==> config.mk <==
export PLATFORM = sky130hd
export DESIGN_NAME = mem_lsu
export DESIGN_NICKNAME = d
export VERILOG_FILES = /design/src/rtl/mem_lsu.sv
export SDC_FILE = /design/constraint.sdc
export NUM_CORES = 1
export LEC_CHECK = 0
export CORE_UTILIZATION = 42
export DETAILED_ROUTE_END_ITERATION = 7
export GPL_ROUTABILITY_DRIVEN = 1
export PLACE_DENSITY = 0.77
export SYNTH_ARGS = -nofsm -noshare
export SYNTH_HDL_FRONTEND = slang
export SYNTH_SLANG_ARGS = --single-unit
export TNS_END_PERCENT = 100
==> constraint.sdc <==
create_clock -name CLK -period 1.8 [get_ports CLK]
set_clock_uncertainty 0.05 [all_clocks]
set_input_delay 0.27 -clock CLK [delete_from_list [all_inputs] [get_ports CLK]]
set_output_delay 0.27 -clock CLK [all_outputs]
set_load 0.005 [all_outputs]
==> src/rtl/mem_lsu.sv <==
// mem_lsu - load/store unit for the MEM pipeline stage.
//
// Accepts one instruction per cycle from EX while idle, runs a
// request/grant/response handshake with the data memory for loads and
// stores, aborts accesses that overrun TIMEOUT cycles, and reports
// misaligned accesses. Loads are lane-aligned big-endian (byte offset 0
// is [31:24]); stores get lane-replicated data and byte enables.
//
// Ports:
//   CLK, RESET            clock, asynchronous active-low reset
//   in_valid/op/addr/     instruction from EX (op 0 NONE, 1 LB, 2 LBU,
//   wdata/wreg/regwrite     3 LH, 4 LHU, 5 LW, 6 SB, 7 SH, 8 SW, 9-15 NONE)
//   stall_out             upstream must hold its instruction
//   dm_req/we/addr/be/    data-memory request (held until dm_gnt)
//   wdata, dm_gnt
//   dm_rvalid/rdata       data-memory load response
//   wb_valid/reg/         registered writeback pulse to WB
//   regwrite/data
//   exc_valid/code/addr   registered exception pulse (01 misaligned,
//                         10 timeout)
//
// States:
//   state  | meaning
//   IDLE   | ready to accept; NONE and misaligned ops retire from here
//   REQ    | dm_req asserted, waiting for dm_gnt
//   WAIT   | load granted, waiting for dm_rvalid

module mem_lsu #(
    parameter int ADDR_W  = 32,
    parameter int TIMEOUT = 64
) (
    input  logic              CLK,
    input  logic              RESET,
    input  logic              in_valid,
    input  logic [3:0]        in_op,
    input  logic [ADDR_W-1:0] in_addr,
    input  logic [31:0]       in_wdata,
    input  logic [4:0]        in_wreg,
    input  logic              in_regwrite,
    output logic              stall_out,
    output logic              dm_req,
    output logic              dm_we,
    output logic [ADDR_W-1:0] dm_addr,
    output logic [3:0]        dm_be,
    output logic [31:0]       dm_wdata,
    input  logic              dm_gnt,
    input  logic              dm_rvalid,
    input  logic [31:0]       dm_rdata,
    output logic              wb_valid,
    output logic [4:0]        wb_reg,
    output logic              wb_regwrite,
    output logic [31:0]       wb_data,
    output logic              exc_valid,
    output logic [1:0]        exc_code,
    output logic [ADDR_W-1:0] exc_addr
);

    localparam logic [3:0] OP_NONE = 4'd0;
    localparam logic [3:0] OP_LB   = 4'd1;
    localparam logic [3:0] OP_LBU  = 4'd2;
    localparam logic [3:0] OP_LH   = 4'd3;
    localparam logic [3:0] OP_LHU  = 4'd4;
    localparam logic [3:0] OP_LW   = 4'd5;
    localparam logic [3:0] OP_SB   = 4'd6;
    localparam logic [3:0] OP_SH   = 4'd7;
    localparam logic [3:0] OP_SW   = 4'd8;

    localparam logic [1:0] EXC_MISALIGN = 2'b01;
    localparam logic [1:0] EXC_TIMEOUT  = 2'b10;

    // Wide enough to hold TIMEOUT itself; with TIMEOUT=0 the counter is
    // free-running and never compared.
    localparam int CNT_W = $clog2(TIMEOUT + 2);

    typedef enum logic [1:0] {
        S_IDLE = 2'd0,
        S_REQ  = 2'd1,
        S_WAIT = 2'd2
    } state_t;

    state_t              r_state;
    state_t              w_state_nx;
    logic [CNT_W-1:0]    r_cnt;
    logic [CNT_W-1:0]    w_cnt_nx;
    logic [CNT_W-1:0]    w_cnt_inc;
    logic                w_tmo;

    logic [3:0]          r_op;
    logic [ADDR_W-1:0]   r_addr;
    logic [31:0]         r_wdata;
    logic [4:0]          r_wreg;
    logic                r_regwrite;
    logic                w_latch;

    logic                r_wb_valid;
    logic [4:0]          r_wb_reg;
    logic                r_wb_regwrite;
    logic [31:0]         r_wb_data;
    logic                r_exc_valid;
    logic [1:0]          r_exc_code;
    logic [ADDR_W-1:0]   r_exc_addr;

    logic                w_wb_valid_nx;
    logic [4:0]          w_wb_reg_nx;
    logic                w_wb_regwrite_nx;
    logic [31:0]         w_wb_data_nx;
    logic                w_exc_valid_nx;
    logic [1:0]          w_exc_code_nx;
    logic [ADDR_W-1:0]   w_exc_addr_nx;

    logic                w_in_mem;
    logic                w_in_misal;
    logic [31:0]         w_addr_zx;
    logic                w_is_store;
    logic                w_in_req;
    logic [3:0]          w_be;
    logic [31:0]         w_st_data;
    logic [7:0]          w_ld_byte;
    logic [15:0]         w_ld_half;
    logic [31:0]         w_ld_data;

    // NONE writes back the ALU result carried on in_addr, zero-extended
    // (or truncated) to the 32-bit register width.
    generate
        if (ADDR_W >= 32) begin : g_addr_trunc
            assign w_addr_zx = in_addr[31:0];
        end else begin : g_addr_zext
            assign w_addr_zx = {{(32 - ADDR_W){1'b0}}, in_addr};
        end
    endgenerate

    assign w_in_mem = (in_op >= OP_LB) && (in_op <= OP_SW);

    always_comb begin
        w_in_misal = 1'b0;
        case (in_op)
            OP_LH, OP_LHU, OP_SH: w_in_misal = in_addr[0];
            OP_LW, OP_SW:         w_in_misal = |in_addr[1:0];
            default:              w_in_misal = 1'b0;
        endcase
    end

    assign w_is_store = (r_op == OP_SB) || (r_op == OP_SH) || (r_op == OP_SW);

    // Store lane steering from the latched instruction; loads read a full word.
    always_comb begin
        w_be      = 4'b1111;
        w_st_data = 32'h0;
        case (r_op)
            OP_SB: begin
                w_be      = 4'b1000 >> r_addr[1:0];
                w_st_data = {4{r_wdata[7:0]}};
            end
            OP_SH: begin
                w_be      = r_addr[1] ? 4'b0011 : 4'b1100;
                w_st_data = {2{r_wdata[15:0]}};
            end
            OP_SW: begin
                w_be      = 4'b1111;
                w_st_data = r_wdata;
            end
            default: begin
                w_be      = 4'b1111;
                w_st_data = 32'h0;
            end
        endcase
    end

    // Big-endian load alignment: offset 0 is the most significant lane.
    always_comb begin
        w_ld_byte = 8'h0;
        case (r_addr[1:0])
            2'd0: w_ld_byte = dm_rdata[31:24];
            2'd1: w_ld_byte = dm_rdata[23:16];
            2'd2: w_ld_byte = dm_rdata[15:8];
            default: w_ld_byte = dm_rdata[7:0];
        endcase
        w_ld_half = r_addr[1] ? dm_rdata[15:0] : dm_rdata[31:16];
        case (r_op)
            OP_LB:   w_ld_data = {{24{w_ld_byte[7]}}, w_ld_byte};
            OP_LBU:  w_ld_data = {24'h0, w_ld_byte};
            OP_LH:   w_ld_data = {{16{w_ld_half[15]}}, w_ld_half};
            OP_LHU:  w_ld_data = {16'h0, w_ld_half};
            default: w_ld_data = dm_rdata;
        endcase
    end

    // Memory request outputs are gated by the REQ state so that reset
    // (which forces IDLE asynchronously) drops them immediately.
    assign w_in_req  = (r_state == S_REQ);
    assign stall_out = (r_state != S_IDLE);
    assign dm_req    = w_in_req;
    assign dm_we     = w_in_req && w_is_store;
    assign dm_addr   = w_in_req ? {r_addr[ADDR_W-1:2], 2'b00} : '0;
    assign dm_be     = w_in_req ? w_be : 4'b0000;
    assign dm_wdata  = w_in_req ? w_st_data : 32'h0;

    // The cycle being spent in REQ/WAIT is the TIMEOUT-th one.
    assign w_cnt_inc = r_cnt + CNT_W'(1);
    assign w_tmo     = (TIMEOUT != 0) && (w_cnt_inc == CNT_W'(TIMEOUT));

    always_comb begin
        w_state_nx       = r_state;
        w_cnt_nx         = r_cnt;
        w_latch          = 1'b0;
        w_wb_valid_nx    = 1'b0;
        w_wb_reg_nx      = 5'd0;
        w_wb_regwrite_nx = 1'b0;
        w_wb_data_nx     = 32'h0;
        w_exc_valid_nx   = 1'b0;
        w_exc_code_nx    = 2'b00;
        w_exc_addr_nx    = '0;
        case (r_state)
            S_IDLE: begin
                if (in_valid) begin
                    w_latch  = 1'b1;
                    w_cnt_nx = '0;
                    if (!w_in_mem) begin
                        w_wb_valid_nx    = 1'b1;
                        w_wb_reg_nx      = in_wreg;
                        w_wb_regwrite_nx = in_regwrite;
                        w_wb_data_nx     = w_addr_zx;
                    end else if (w_in_misal) begin
                        w_wb_valid_nx  = 1'b1;
                        w_wb_reg_nx    = in_wreg;
                        w_exc_valid_nx = 1'b1;
                        w_exc_code_nx  = EXC_MISALIGN;
                        w_exc_addr_nx  = in_addr;
                    end else begin
                        w_state_nx = S_REQ;
                    end
                end
            end
            S_REQ: begin
                w_cnt_nx = w_cnt_inc;
                // Grant takes priority over a coincident timeout.
                if (dm_gnt) begin
                    if (w_is_store) begin
                        w_state_nx    = S_IDLE;
                        w_wb_valid_nx = 1'b1;
                        w_wb_reg_nx   = r_wreg;
                    end else begin
                        w_state_nx = S_WAIT;
                    end
                end else if (w_tmo) begin
                    w_state_nx     = S_IDLE;
                    w_wb_valid_nx  = 1'b1;
                    w_wb_reg_nx    = r_wreg;
                    w_exc_valid_nx = 1'b1;
                    w_exc_code_nx  = EXC_TIMEOUT;
                    w_exc_addr_nx  = r_addr;
                end
            end
            S_WAIT: begin
                w_cnt_nx = w_cnt_inc;
                // Returning data takes priority over a coincident timeout.
                if (dm_rvalid) begin
                    w_state_nx       = S_IDLE;
                    w_wb_valid_nx    = 1'b1;
                    w_wb_reg_nx      = r_wreg;
                    w_wb_regwrite_nx = r_regwrite;
                    w_wb_data_nx     = w_ld_data;
                end else if (w_tmo) begin
                    w_state_nx     = S_IDLE;
                    w_wb_valid_nx  = 1'b1;
                    w_wb_reg_nx    = r_wreg;
                    w_exc_valid_nx = 1'b1;
                    w_exc_code_nx  = EXC_TIMEOUT;
                    w_exc_addr_nx  = r_addr;
                end
            end
            default: begin
                w_state_nx = S_IDLE;
            end
        endcase
    end

    always_ff @(posedge CLK or negedge RESET) begin
        if (!RESET) begin
            r_state <= S_IDLE;
            r_cnt   <= '0;
        end else begin
            r_state <= w_state_nx;
            r_cnt   <= w_cnt_nx;
        end
    end

    always_ff @(posedge CLK or negedge RESET) begin
        if (!RESET) begin
            r_op          <= OP_NONE;
            r_addr        <= '0;
            r_wdata       <= 32'h0;
            r_wreg        <= 5'd0;
            r_regwrite    <= 1'b0;
            r_wb_valid    <= 1'b0;
            r_wb_reg      <= 5'd0;
            r_wb_regwrite <= 1'b0;
            r_wb_data     <= 32'h0;
            r_exc_valid   <= 1'b0;
            r_exc_code    <= 2'b00;
            r_exc_addr    <= '0;
        end else begin
            if (w_latch) begin
                r_op       <= in_op;
                r_addr     <= in_addr;
                r_wdata    <= in_wdata;
                r_wreg     <= in_wreg;
                r_regwrite <= in_regwrite;
            end
            r_wb_valid    <= w_wb_valid_nx;
            r_wb_reg      <= w_wb_reg_nx;
            r_wb_regwrite <= w_wb_regwrite_nx;
            r_wb_data     <= w_wb_data_nx;
            r_exc_valid   <= w_exc_valid_nx;
            r_exc_code    <= w_exc_code_nx;
            r_exc_addr    <= w_exc_addr_nx;
        end
    end

    assign wb_valid    = r_wb_valid;
    assign wb_reg      = r_wb_reg;
    assign wb_regwrite = r_wb_regwrite;
    assign wb_data     = r_wb_data;
    assign exc_valid   = r_exc_valid;
    assign exc_code    = r_exc_code;
    assign exc_addr    = r_exc_addr;

endmodule
==> flow_summary_export.csv, run 1 <==
group,metric,value,unit
drt,postRouteAntennaNets,0,
clock_network,cts_num_sinks,157,
power,leakage,0.00623,uW
layout,drive_gt1_frac,0.336,
clock_network,cts-root-buf,"clkbuf_16",
grt,grt_pass1_wl,42.6,mm
yosys,netlist_instances,852,
place,port-buffer-count,253,
drt,vias,8269,
clock_network,cts_tree,"yes",
timing,setup_viol,142,
yosys,ys_async_sr_fraction,1.00,
timing,fin_hold_ws,186,ps
outcome,violations,"negative setup slack",
critical_path,critPathRequiredTime,1480,ps
critical_path,worstSetupEndpointType,"primary output",
timing,final.min_clock_period,2340,ps
floorplanning,dieArea,19000,um^2
timing,hold_viol_final,0,
layout,fin_util,0.737,
clock_network,clockBufferDepth,2,
timing,period_share,1.30,
timing,rsz0062_at_grt,"yes",
grt,track_usage,0.301,
floorplanning,core_area,18000,um^2
floorplanning,start_util,0.430,
grt,grt_pass1_vias,7800,
yosys,seq_area_frac_synth,0.507,
outcome,status,"finished with violations",
drt,via_per_inst,5.61,
layout,nNetsFinal,1347,
layout,finalNonFillerCells,1474,
floorplanning,fp.dieH,138,um
grt,grt-ovfl-total,0,
floorplanning,rows,49,
clock_network,clk_pin_slew_worst_paths,70,ps
grt,grt_max_degree,59,
clock_network,htreeDepth,4,
job,drv_cap,0,
yosys,synth.distinct_cells,58,
timing,tightest_slew,488,ps
critical_path,crit_arrival,2020,ps
timing,slew_viol_final,0,
critical_path,start_kind,"flop",
layout,fillCellCount,1220,
critical_path,r2r_setup_slack,-440,ps
floorplanning,die_w,138,um
drt,drt_wl_total,30.5,mm
place,pre_cts_ws,-587,ps
timing,max_freq,0.427,GHz
place,hpwl,18.6,mm
drt,wl_per_cell,20.7,um
worst_hold_path,hold_path_class,"in2reg",
yosys,syn_avg_cell_area,9.09,um^2
power,powerDensity,1450,nW/um^2
clock_network,clk_latency,430,ps
power,p_total,19200,uW
timing,fin_ws,-542,ps
yosys,ys_ff_latch,157,
place,dp_cells,1369,
clock_network,cts_buffers,17,
critical_path,critPathMaxFanout,3,
timing,slew_headroom,0.671,
drt,drt_first_pass_iters,5,
yosys,syn_area,7750,um^2
layout,syn2layout_area_growth,71.5,%
place,gp_congestion,0.901,
yosys,ys_warn_count,0,
floorplanning,num_io_pins,256,
power,ir_drop,0.00101,V
critical_path,worstSetupPathType,"reg2out",
drt,drtIter0Drc,687,
grt,antenna_found_initial,3,
yosys,synth_edf_count,0,
yosys,synthFlopType,"dfrtp_1",
drt,drc,0,
[cells in the final DEF (no fill, tap or decap), types with 5 or more instances in the layout]
master / netlist / final
and2_4: 0 / 37
a21boi_2: 1 / 13
nor2_4: 0 / 5
mux2_2: 16 / 14
a22o_1: 32 / 32
o22ai_1: 8 / 8
nor2b_1: 12 / 9
buf_2: 14 / 30
a21o_1: 7 / 7
a22oi_2: 0 / 8
mux2i_1: 9 / 9
buf_6: 0 / 77
dfrtp_1: 157 / 156
ha_4: 0 / 5
nand2_4: 0 / 8
inv_6: 0 / 7
a221o_1: 16 / 16
nand2b_1: 13 / 10
clkbuf_16: 0 / 21
buf_12: 0 / 27
and2_1: 42 / 5
nor2_1: 29 / 25
o21ai_1: 2 / 20
nand4_1: 9 / 9
o221ai_2: 0 / 8
a21oi_1: 18 / 13
nand2_2: 0 / 15
nand3_1: 7 / 6
o21ai_2: 1 / 5
o21ai_0: 34 / 11
clkdlybuf4s50_1: 0 / 182
buf_4: 5 / 87
nand2_1: 288 / 264
[worst max-delay path: stages (launching register included)]
cell and delay [ps]:
dfrtp_1 410, nor4b_4 270, buf_4 180, nor2_4 50
nor2b_4 160, buf_6 120, buf_6 110, buf_6 90
and2_4 130, buf_6 80
[final timing paths]
path / from / to / cells past startpoint
worst max-delay path: r_op[0] / dm_wdata[5] / 9
worst min-delay path: in_op[1] / r_op[1] / 3
worst max register to register: r_op[0] / wb_data[6] / 10
worst min register to register: r_regwrite / r_regwrite / 2
max in group asynchronous: RESET / r_wdata[15] / 3
min in group asynchronous: RESET / r_addr[8] / 2
[cell families after synthesis]
logic type      count (synthesis)  share of synthesized area
fa+ha+maj                       6                    0.00969
other cells                     1                   0.000484
flops                         157                      0.507
compound gates                175                      0.167
xor+xnor                        3                    0.00339
mux                            26                     0.0378
simple gates                  418                      0.238
buf+inv                        66                     0.0367
[cell type report]
class                           instances  area, um^2  share of cell area
Sequential cell                       157        3930               0.296
Multi-Input combinational cell        631        4150               0.312
Clock inverter                         14         146              0.0110
Inverter                                6        30.0             0.00226
Timing Repair Buffer                  417        4300               0.324
Tap cell                              229         287              0.0216
Clock buffer                           18         439              0.0331
Antenna cell                            2        5.00            0.000377
[through the flow]
step	area, um^2	setup TNS [ps]
detailed placement	11300	-39430
floorplan	7860	-687
global route	13300	-46880
CTS	12600	-42940
global placement	11300	-36690
finish	13300	-38690
[power by group]
group,switching (uW),internal (uW)
clock network,1660,1990
registers,913,4590
logic,4790,5270
[synth_stat cells (all sizes together), types with 2 or more instances]
cell,instances,area share
o32a,2,0.0026
nor2,30,0.015
o21bai,2,0.0019
dfrtp,157,0.51
nand3,7,0.0045
or2,3,0.0024
a21o,7,0.0068
a32oi,5,0.0057
a21boi,20,0.020
a22oi,8,0.0078
and3b,2,0.0023
and2,42,0.034
nand4,9,0.0073
mux2,16,0.023
clkbuf,37,0.018
mux2i,9,0.012
o221ai,8,0.0090
nor3b,2,0.0019
nand2,288,0.14
ha,6,0.0097
nor3,3,0.0026
xnor2,2,0.0023
o21ai,37,0.024
nand2b,13,0.010
a211oi,2,0.0026
inv,6,0.0029
a221o,16,0.021
nor2b,12,0.0097
o22ai,8,0.0065
a21oi,19,0.014
buf,23,0.016
a22o,32,0.036
o31ai,4,0.0039
[timing repair]
item | 4_1_cts | 5_1_grt
hold buffers | 1 | 0
endpoints found under the hold margin | 29 | 0
setup buffers | 44 | 28
gates cloned | 11 | 6
pin swaps | 58 | 60
gates resized for setup | 398 | 165
setup endpoints to repair | 163 | 179
[per-layer routing]
metal  share of wire  global-route usage  vias to the layer above
met2            0.50               0.512                      427
li1                -                   -                     3667
met5         0.00026                   0                        -
met1            0.39               0.369                     4099
met3           0.078              0.0681                       74
met4           0.036               0.116                        2
Note: power is estimated with default switching activity, not from simulation.
==> inputs of run 2 (changes only) <==
--- a/config.mk
+++ b/config.mk
@@ -9,6 +9,7 @@
 export DETAILED_ROUTE_END_ITERATION = 7
 export GPL_ROUTABILITY_DRIVEN = 1
 export PLACE_DENSITY = 0.77
+export RECOVER_POWER = 50
 export SYNTH_ARGS = -nofsm -noshare
 export SYNTH_HDL_FRONTEND = slang
 export SYNTH_SLANG_ARGS = --single-unit
==> flow_summary_export.csv, run 2 (synthesized netlist as in run 1, its figures left out) <==
group,metric,value,unit
grt,grt-ovfl-total,0,
floorplanning,dieArea,19000,um^2
drt,postRouteAntennaNets,0,
critical_path,crit_arrival,2020,ps
clock_network,clockBufferDepth,2,
timing,setup_viol,142,
place,hpwl,18.6,mm
clock_network,cts_buffers,17,
grt,grt_max_degree,59,
drt,drt_first_pass_iters,5,
clock_network,cts_num_sinks,157,
floorplanning,rows,49,
floorplanning,fp.dieH,138,um
drt,drc,0,
drt,vias,8302,
floorplanning,core_area,18000,um^2
clock_network,cts_tree,"yes",
critical_path,critPathCapture,"dm_wdata[5]",
timing,rsz0062_at_grt,"yes",
outcome,status,"finished with violations",
power,p_total,19200,uW
drt,drtIter0Drc,761,
timing,max_freq,0.427,GHz
grt,grt_pass1_vias,7800,
grt,antenna_found_initial,3,
drt,drt_wl_total,30.4,mm
timing,final.min_clock_period,2340,ps
outcome,violations,"negative setup slack",
critical_path,regToRegStartpoint,"r_op[0]",
layout,nNetsFinal,1347,
critical_path,critPathMaxFanout,3,
power,ir_drop,0.00101,V
place,dp_cells,1369,
critical_path,startpoint,"r_op[0]",
critical_path,worstSetupEndpointType,"primary output",
critical_path,reg2reg_depth,10,
timing,slew_headroom,0.441,
drt,via_per_inst,5.63,
critical_path,worstSetupPathType,"reg2out",
layout,final_area,13300,um^2
power,leakage,0.00622,uW
place,gp_congestion,0.901,
floorplanning,start_util,0.430,
layout,syn2layout_area_growth,71.2,%
layout,finalNonFillerCells,1474,
layout,layout_common_cells,"264 x nand2_1, 182 x clkdlybuf4s50_1, 156 x dfrtp_1",
floorplanning,num_io_pins,256,
layout,final_common_cell,"nand2_1",
layout,fin_util,0.736,
power,powerDensity,1450,nW/um^2
timing,slew_viol_final,0,
grt,grt_pass1_wl,42.6,mm
timing,fin_ws,-542,ps
place,place_area,11300,um^2
timing,period_share,1.30,
drt,wl_per_cell,20.7,um
clock_network,cts-root-buf,"clkbuf_16",
critical_path,critPathRequiredTime,1480,ps
timing,hold_viol_final,0,
place,port-buffer-count,253,
clock_network,htreeDepth,4,
clock_network,clk_pin_slew_worst_paths,70,ps
worst_hold_path,hold_path_class,"in2reg",
job,drv_cap,0,
critical_path,start_kind,"flop",
layout,drive_gt1_frac,0.336,
clock_network,clk_latency,430,ps
critical_path,rr_endpoint,"wb_data[6]",
floorplanning,die_w,138,um
timing,tightest_slew,838,ps
critical_path,r2r_setup_slack,-440,ps
grt,track_usage,0.301,
-- run 2: power breakdown --
group          total (uW)  internal [uW]  switching, uW
registers            5510           4590            911
logic               10000           5260           4790
clock network        3650           1990           1650
-- run 2: per-layer routing --
layer,up-vias,part of all wire,global-route usage
met5,-,0.00026,0
met4,2,0.039,0.116
met3,81,0.080,0.0681
met2,447,0.49,0.512
met1,4104,0.39,0.369
li1,3668,-,-
-- run 2: layout make-up --
class / instances / area, um^2
diodes: 2 / 5.00
repair buffers: 417 / 4270
clock buffers: 18 / 439
fillers: 1225 / 4770
multi-input cells: 631 / 4150
clock inverters: 14 / 146
flip-flops and latches: 157 / 3930
well taps: 229 / 287
inverters: 6 / 30.0
-- run 2: timing repair --
action	4_1_cts	5_1_grt
endpoints found under the hold margin	29	0
setup endpoints to repair	163	179
pin swaps	58	60
resized for setup	398	165
buffers inserted	44	28
hold buffers	1	0
cloned	11	6
-- run 2: critical path, stage by stage, from the launching register on --
cell and delay (ps):
dfrtp_1 410, nor4b_4 270, buf_4 180, nor2_4 50, nor2b_4 160, buf_6 120
buf_6 100, buf_6 90, and2_4 130, buf_6 80
-- run 2: per-stage QoR --
stage               setup WS, ps  TNS (ps)  hold WS [ps]
detailed placement          -587    -39430           135
global placement            -555    -36690           132
floorplan                  -79.4      -687         -75.6
finish                      -542    -38630           187
global route                -601    -46880           191
CTS                         -513    -42940           249
-- run 2: how the worst min path moves through the flow --
stage                   from           to  cells after the start
global placement       RESET    r_addr[8]                      1
CTS                    RESET  exc_addr[4]                      2
floorplan              RESET  exc_addr[0]                      0
global route        in_op[1]      r_op[1]                      3
detailed placement     RESET    r_addr[8]                      1
finish              in_op[1]      r_op[1]                      3
==> inputs of run 3 (changes only) <==
--- a/config.mk
+++ b/config.mk
@@ -6,6 +6,7 @@
 export NUM_CORES = 1
 export LEC_CHECK = 0
 export CORE_UTILIZATION = 42
+export CTS_CLUSTER_DIAMETER = 50
 export DETAILED_ROUTE_END_ITERATION = 7
 export GPL_ROUTABILITY_DRIVEN = 1
 export PLACE_DENSITY = 0.77
==> results of run 3 <==
The final DEF is identical to that of run 2; final timing and power are the same.
==> patch 1 (settings of run 1) <==
The 3 states of `state_t` get a one-hot encoding in 3 bits.
--- a/src/rtl/mem_lsu.sv
+++ b/src/rtl/mem_lsu.sv
@@ -72,10 +72,10 @@
     // free-running and never compared.
     localparam int CNT_W = $clog2(TIMEOUT + 2);
 
-    typedef enum logic [1:0] {
-        S_IDLE = 2'd0,
-        S_REQ  = 2'd1,
-        S_WAIT = 2'd2
+    typedef enum logic [2:0] {
+        S_IDLE = 3'b001,
+        S_REQ  = 3'b010,
+        S_WAIT = 3'b100
     } state_t;
 
     state_t              r_state;
Check against the original RTL: no difference found for any inputs over 4 cycles, from zero or initial values and one cycle with RESET low; so few cycles prove little.
==> patch 1 against run 1 <==
  * The run still ends with negative setup slack left
  * Sequential cell count grew 1
  * Routed wire length decreased by 5.9%
  * Synthesized area down 2.8%
  * Design area decreased by 3.2%
  * Setup slack gained 0.036 ns
  * Non-clock buffer count shrank 16
  * Critical path type unchanged
  * Critical endpoint is now dm_wdata[0]
  * Highest routed layer is now met4
Power is not compared: it rests on default switching activity, and its combinational part moved more than twofold at a synthesized area within 25%.
==> patch 1: results <==
metrics = {
    "sta": {
        "worstMarginPinSlew_ns": 0.6111,
        "tns_ns": -40.31,
        "fin_ws_ns": -0.5057,
        "setup_viol": 141,
    },
    "cells_and_area": {
        "n_antenna_cell": 0,
        "drive_gt1_share_pct": 33.42,
        "finalNetCount": 1294,
        "layout.cells.non_filler": 1419,
        "fillers": 1150,
    },
    "logic_synthesis": {
        "yosys_warnings": 0,
        "yosys-top-cells-count": "nand2_1 (271), dfrtp_1 (157), nor2_1 (47), and2_1 (39), a22o_1 (33)",
        "ys_dominant_reg_cell": "dfrtp_1",
        "synthCells": 810,
        "yosysUniqueCellTypes": 60,
        "synth_seq_area_share_pct": 52.55,
        "synthTopCellsByArea": "dfrtp_1 (52%), nand2_1 (14%), a22o_1 (3.8%), and2_1 (3.2%), nor2_1 (2.3%)",
    },
    "global_routing": {
        "grt.total_usage_pct": 31.15,
        "grt_pass1_wl_mm": 42.90,
        "grt_max_degree": 73,
        "grt_pass1_vias": 7785,
        "antenna_found_initial": 0,
    },
    "power": {
        "finalPower_mw": 11.83,
        "peakVddDrop_mv": 0.6929,
        "cellLeakagePower_nw": 5.988,
    },
    "hold_path": {
        "min_path_type": "primary input to async pin",
    },
    "setup_path": {
        "slowest_delay_ns": 0.43,
        "cp_slowest_cell": "dfrtp_2",
        "crit_path_start": "r_op[1]$_DFFE_PN0P_",
    },
    "status": {
        "violations": "negative setup slack",
        "status": "complete, but fails checks",
    },
    "routing": {
        "routed_wl_mm": 28.65,
        "first_iter_violations": 631,
        "vias": 7888,
    },
    "cts": {
        "worstSkewPairLatency_ns": 0.42,
        "clkSlewWorstSetupHoldPaths_ns": 0.07,
    },
    "place": {
        "post_dp_cell_area_um2": 11020,
        "dpl_worst_slack_ns": -0.5024,
        "gp_routability_congestion": 0.9733,
        "dp_hpwl_mm": 18.06,
        "portBuffers": 253,
    },
}
==> patch 1: cell families (layout without fill, tap and decap cells) <==
| logic type | count (synthesis) | after routing | share of synthesized area, % |
|---|---|---|---|
| AOI/OAI and AO/OA | 168 | 168 | 16.69 |
| xor gates and xnor gates | 3 | 3 | 0.3492 |
| adders and majority gates | 2 | 2 | 0.3324 |
| buffers and inverters | 58 | 440 | 3.707 |
| DFF | 158 | 158 | 52.55 |
| muxes | 17 | 17 | 2.677 |
| other | 1 | 2 | 0.04983 |
| and+or+nand+nor | 403 | 404 | 23.64 |
==> patch 1: worst paths after layout <==
path	cells after the start	slack, ns	endpoint
setup / recovery	8	-0.51	dm_wdata[0]
hold / removal	2	0.27	r_addr[10]$_DFFE_PN0P_
setup reg to reg	9	-0.45	wb_data[4]$_DFF_PN0_
hold reg to reg	2	0.43	r_wreg[0]$_DFFE_PN0P_
max in group asynchronous	3	0.77	wb_data[22]$_DFF_PN0_
min in group CLK	3	0.32	r_wdata[18]$_DFFE_PN0P_
==> patch 1: area by class of cell <==
class                           count  area, µm²  share of cell area (%)
Timing Repair Buffer              401       4104                   31.91
Tap cell                          225      281.5                   2.189
Sequential cell                   158       3959                   30.78
Multi-Input combinational cell    596       3855                   29.97
Clock buffer                       20      446.7                   3.473
Inverter                            7      33.78                  0.2626
Clock inverter                     12      182.7                   1.420
==> patch 1: per-layer routing <==
layer,GRT usage [%],part of all wire (%)
met4,16.48,4.1
met1,38.16,38
met2,51.96,50
met5,0,0
met3,6.078,7.6
==> patch 1: timing repair <==
| item | CTS | global route |
|---|---|---|
| hold buffers | 1 | 0 |
| pin swaps | 58 | 40 |
| setup buffers | 45 | 11 |
| gates cloned | 11 | 2 |
| resized for setup | 387 | 122 |
| endpoints found under the setup margin | 142 | 162 |
| endpoints found under the hold margin | 36 | 0 |
==> patch 2 (config.mk and constraints of run 1) <==
Made on the original files. Set the parameter `ADDR_W` to 28 (it was 32).
--- a/src/rtl/mem_lsu.sv
+++ b/src/rtl/mem_lsu.sv
@@ -26,7 +26,7 @@
 //   WAIT   | load granted, waiting for dm_rvalid
 
 module mem_lsu #(
-    parameter int ADDR_W  = 32,
+    parameter int ADDR_W  = 28,
     parameter int TIMEOUT = 64
 ) (
     input  logic              CLK,
Ports: changed (resized dm_addr, exc_addr and in_addr); port bits go from 256 to 244. The function was not compared with the original's and may differ.
==> patch 2 against run 1 <==
  * Utilization grew 3.1 points
  * Largest cell class unchanged
  * Power up 0.89%
  * Global-route usage rose by 2.3 points
  * Design area barely moved
  * Critical endpoint is now dm_wdata[30]
  * Via count fell by 0.36%
  * Setup slack better by 0.13 ns
  * The flow still finishes with violations (negative setup slack)
  * Routed wire length up 1.8%
  * Combinational power grew 7%
  * Sequential power shrank 7.3%
  * Synthesized area fell by 4.1%
  * Clock power is 6.0% lower
  * Sequential cell count is 8 lower
  * Cell count shrank 1.4%
  * Non-clock buffer count shrank 9
==> patch 2: results <==
metrics = {
    "logic_synthesis": {
        "synth_seq_area_share_pct": 50.21,
        "yosys-top-cells-count": "nand2_1 (290), dfrtp_1 (149), nor2_1 (47), clkbuf_1 (41), o21ai_0 (40)",
        "async_flop_share_pct": 100.0,
        "synthTopCellsByArea": "dfrtp_1 (50%), nand2_1 (15%), a22o_1 (3.3%), and2_1 (2.7%), o21ai_0 (2.7%)",
    },
    "routing": {
        "maxUsedRoutingLayer": "met4",
        "wl_met2_mm": 15.38,
        "routed_wl_mm": 31.00,
        "vias": 8239,
        "m1WireLength_mm": 11.82,
        "wl_per_cell_um": 21.32,
        "dr_wl_met3_mm": 2.354,
    },
    "cells_and_area": {
        "multi_input_area_um2": 4254,
        "drive_gt1_share_pct": 36.78,
        "buf_share_pct": 33.31,
        "nMultiInputCombCells": 634,
        "final_area_um2": 13280,
        "regArea_um2": 3731,
        "clock_cell_area_share_pct": 4.222,
        "clock_buffers": 20,
        "finalNetCount": 1329,
        "n_antenna_cell": 0,
        "fillers": 1111,
        "buffers": 408,
    },
    "setup_path": {
        "crit_end": "dm_wdata[30]",
        "worstReg2RegEnd": "wb_data[31]$_DFF_PN0_",
        "critical_path_arrival_ns": 1.90,
        "r2r_cells": 9,
        "cpLargestDelayFamily": "buffers and inverters",
        "crit_path_start": "r_op[3]$_DFFE_PN0P_",
        "cp_max_fo": 9,
        "reg2reg_setup_slack_ns": -0.34,
    },
    "power": {
        "pg_comb_mw": 10.8,
        "clkPwrFrac_pct": 17.7,
        "intPower_mw": 12.00,
        "peakVddDrop_mv": 0.7445,
        "powerClk_mw": 3.43,
        "cellLeakagePower_nw": 6.212,
    },
    "hold_path": {
        "hp-start": "in_op[2]",
        "min_to": "r_op[2]$_DFFE_PN0P_",
    },
    "sta": {
        "whs_ns": 0.2194,
        "setup_viol": 165,
        "tns_ns": -32.96,
        "fin_ws_ns": -0.4166,
    },
    "global_routing": {
        "use_met3_pct": 7.020,
        "antenna_found_initial": 0,
        "grtUsageMet1_pct": 39.69,
        "grt.total_usage_pct": 32.34,
        "grt_pass1_wl_mm": 44.33,
        "grt_max_degree": 48,
        "grt_pass1_vias": 7904,
        "globalRouteMet2Util_pct": 54.30,
    },
    "place": {
        "dp_hpwl_mm": 18.15,
        "post_dp_cell_area_um2": 10920,
        "gp_routability_congestion": 0.9175,
        "dpl.cell_count": 1355,
        "portBuffers": 241,
    },
    "status": {
        "status": "complete, but fails checks",
        "violations": "negative setup slack",
    },
    "die": {
        "fp.dieW_um": 135.0,
    },
}
[patch 2: cell types whose count changed in the layout (fill, tap and decap cells not counted), moves of 12 or more]
cell / delta
a221o_1: -16
nand2_1: -27
nand2_2: +17
buf_6: -18
nor2_1: +20
buf_8: +12
nand2_4: +13
[patch 2: worst reg2reg max path, delay by kind of cell (launching register included)]
kind	cells	cell delay, ns
compound gates	1	0.20
flops	1	0.40
buf+inv	5	0.82
simple gates	3	0.60
[patch 2: repair_timing]
| action | CTS | global route |
|---|---|---|
| gates cloned | 14 | 11 |
| gates resized for setup | 475 | 137 |
| setup buffers | 36 | 17 |
| pin swaps | 76 | 67 |
| endpoints found under the setup margin | 183 | 181 |
| hold endpoints to repair | 39 | 0 |
| hold buffers | 1 | 0 |
[patch 2: cells by family after synthesis]
family,count (synthesis),synth area share (%)
buf+inv,66,3.673
compound gates,170,16.06
simple gates,427,24.85
mux,25,3.791
flops,149,50.21
xor+xnor,3,0.3539
other cells,1,0.05050
fa+ha+maj,6,1.011
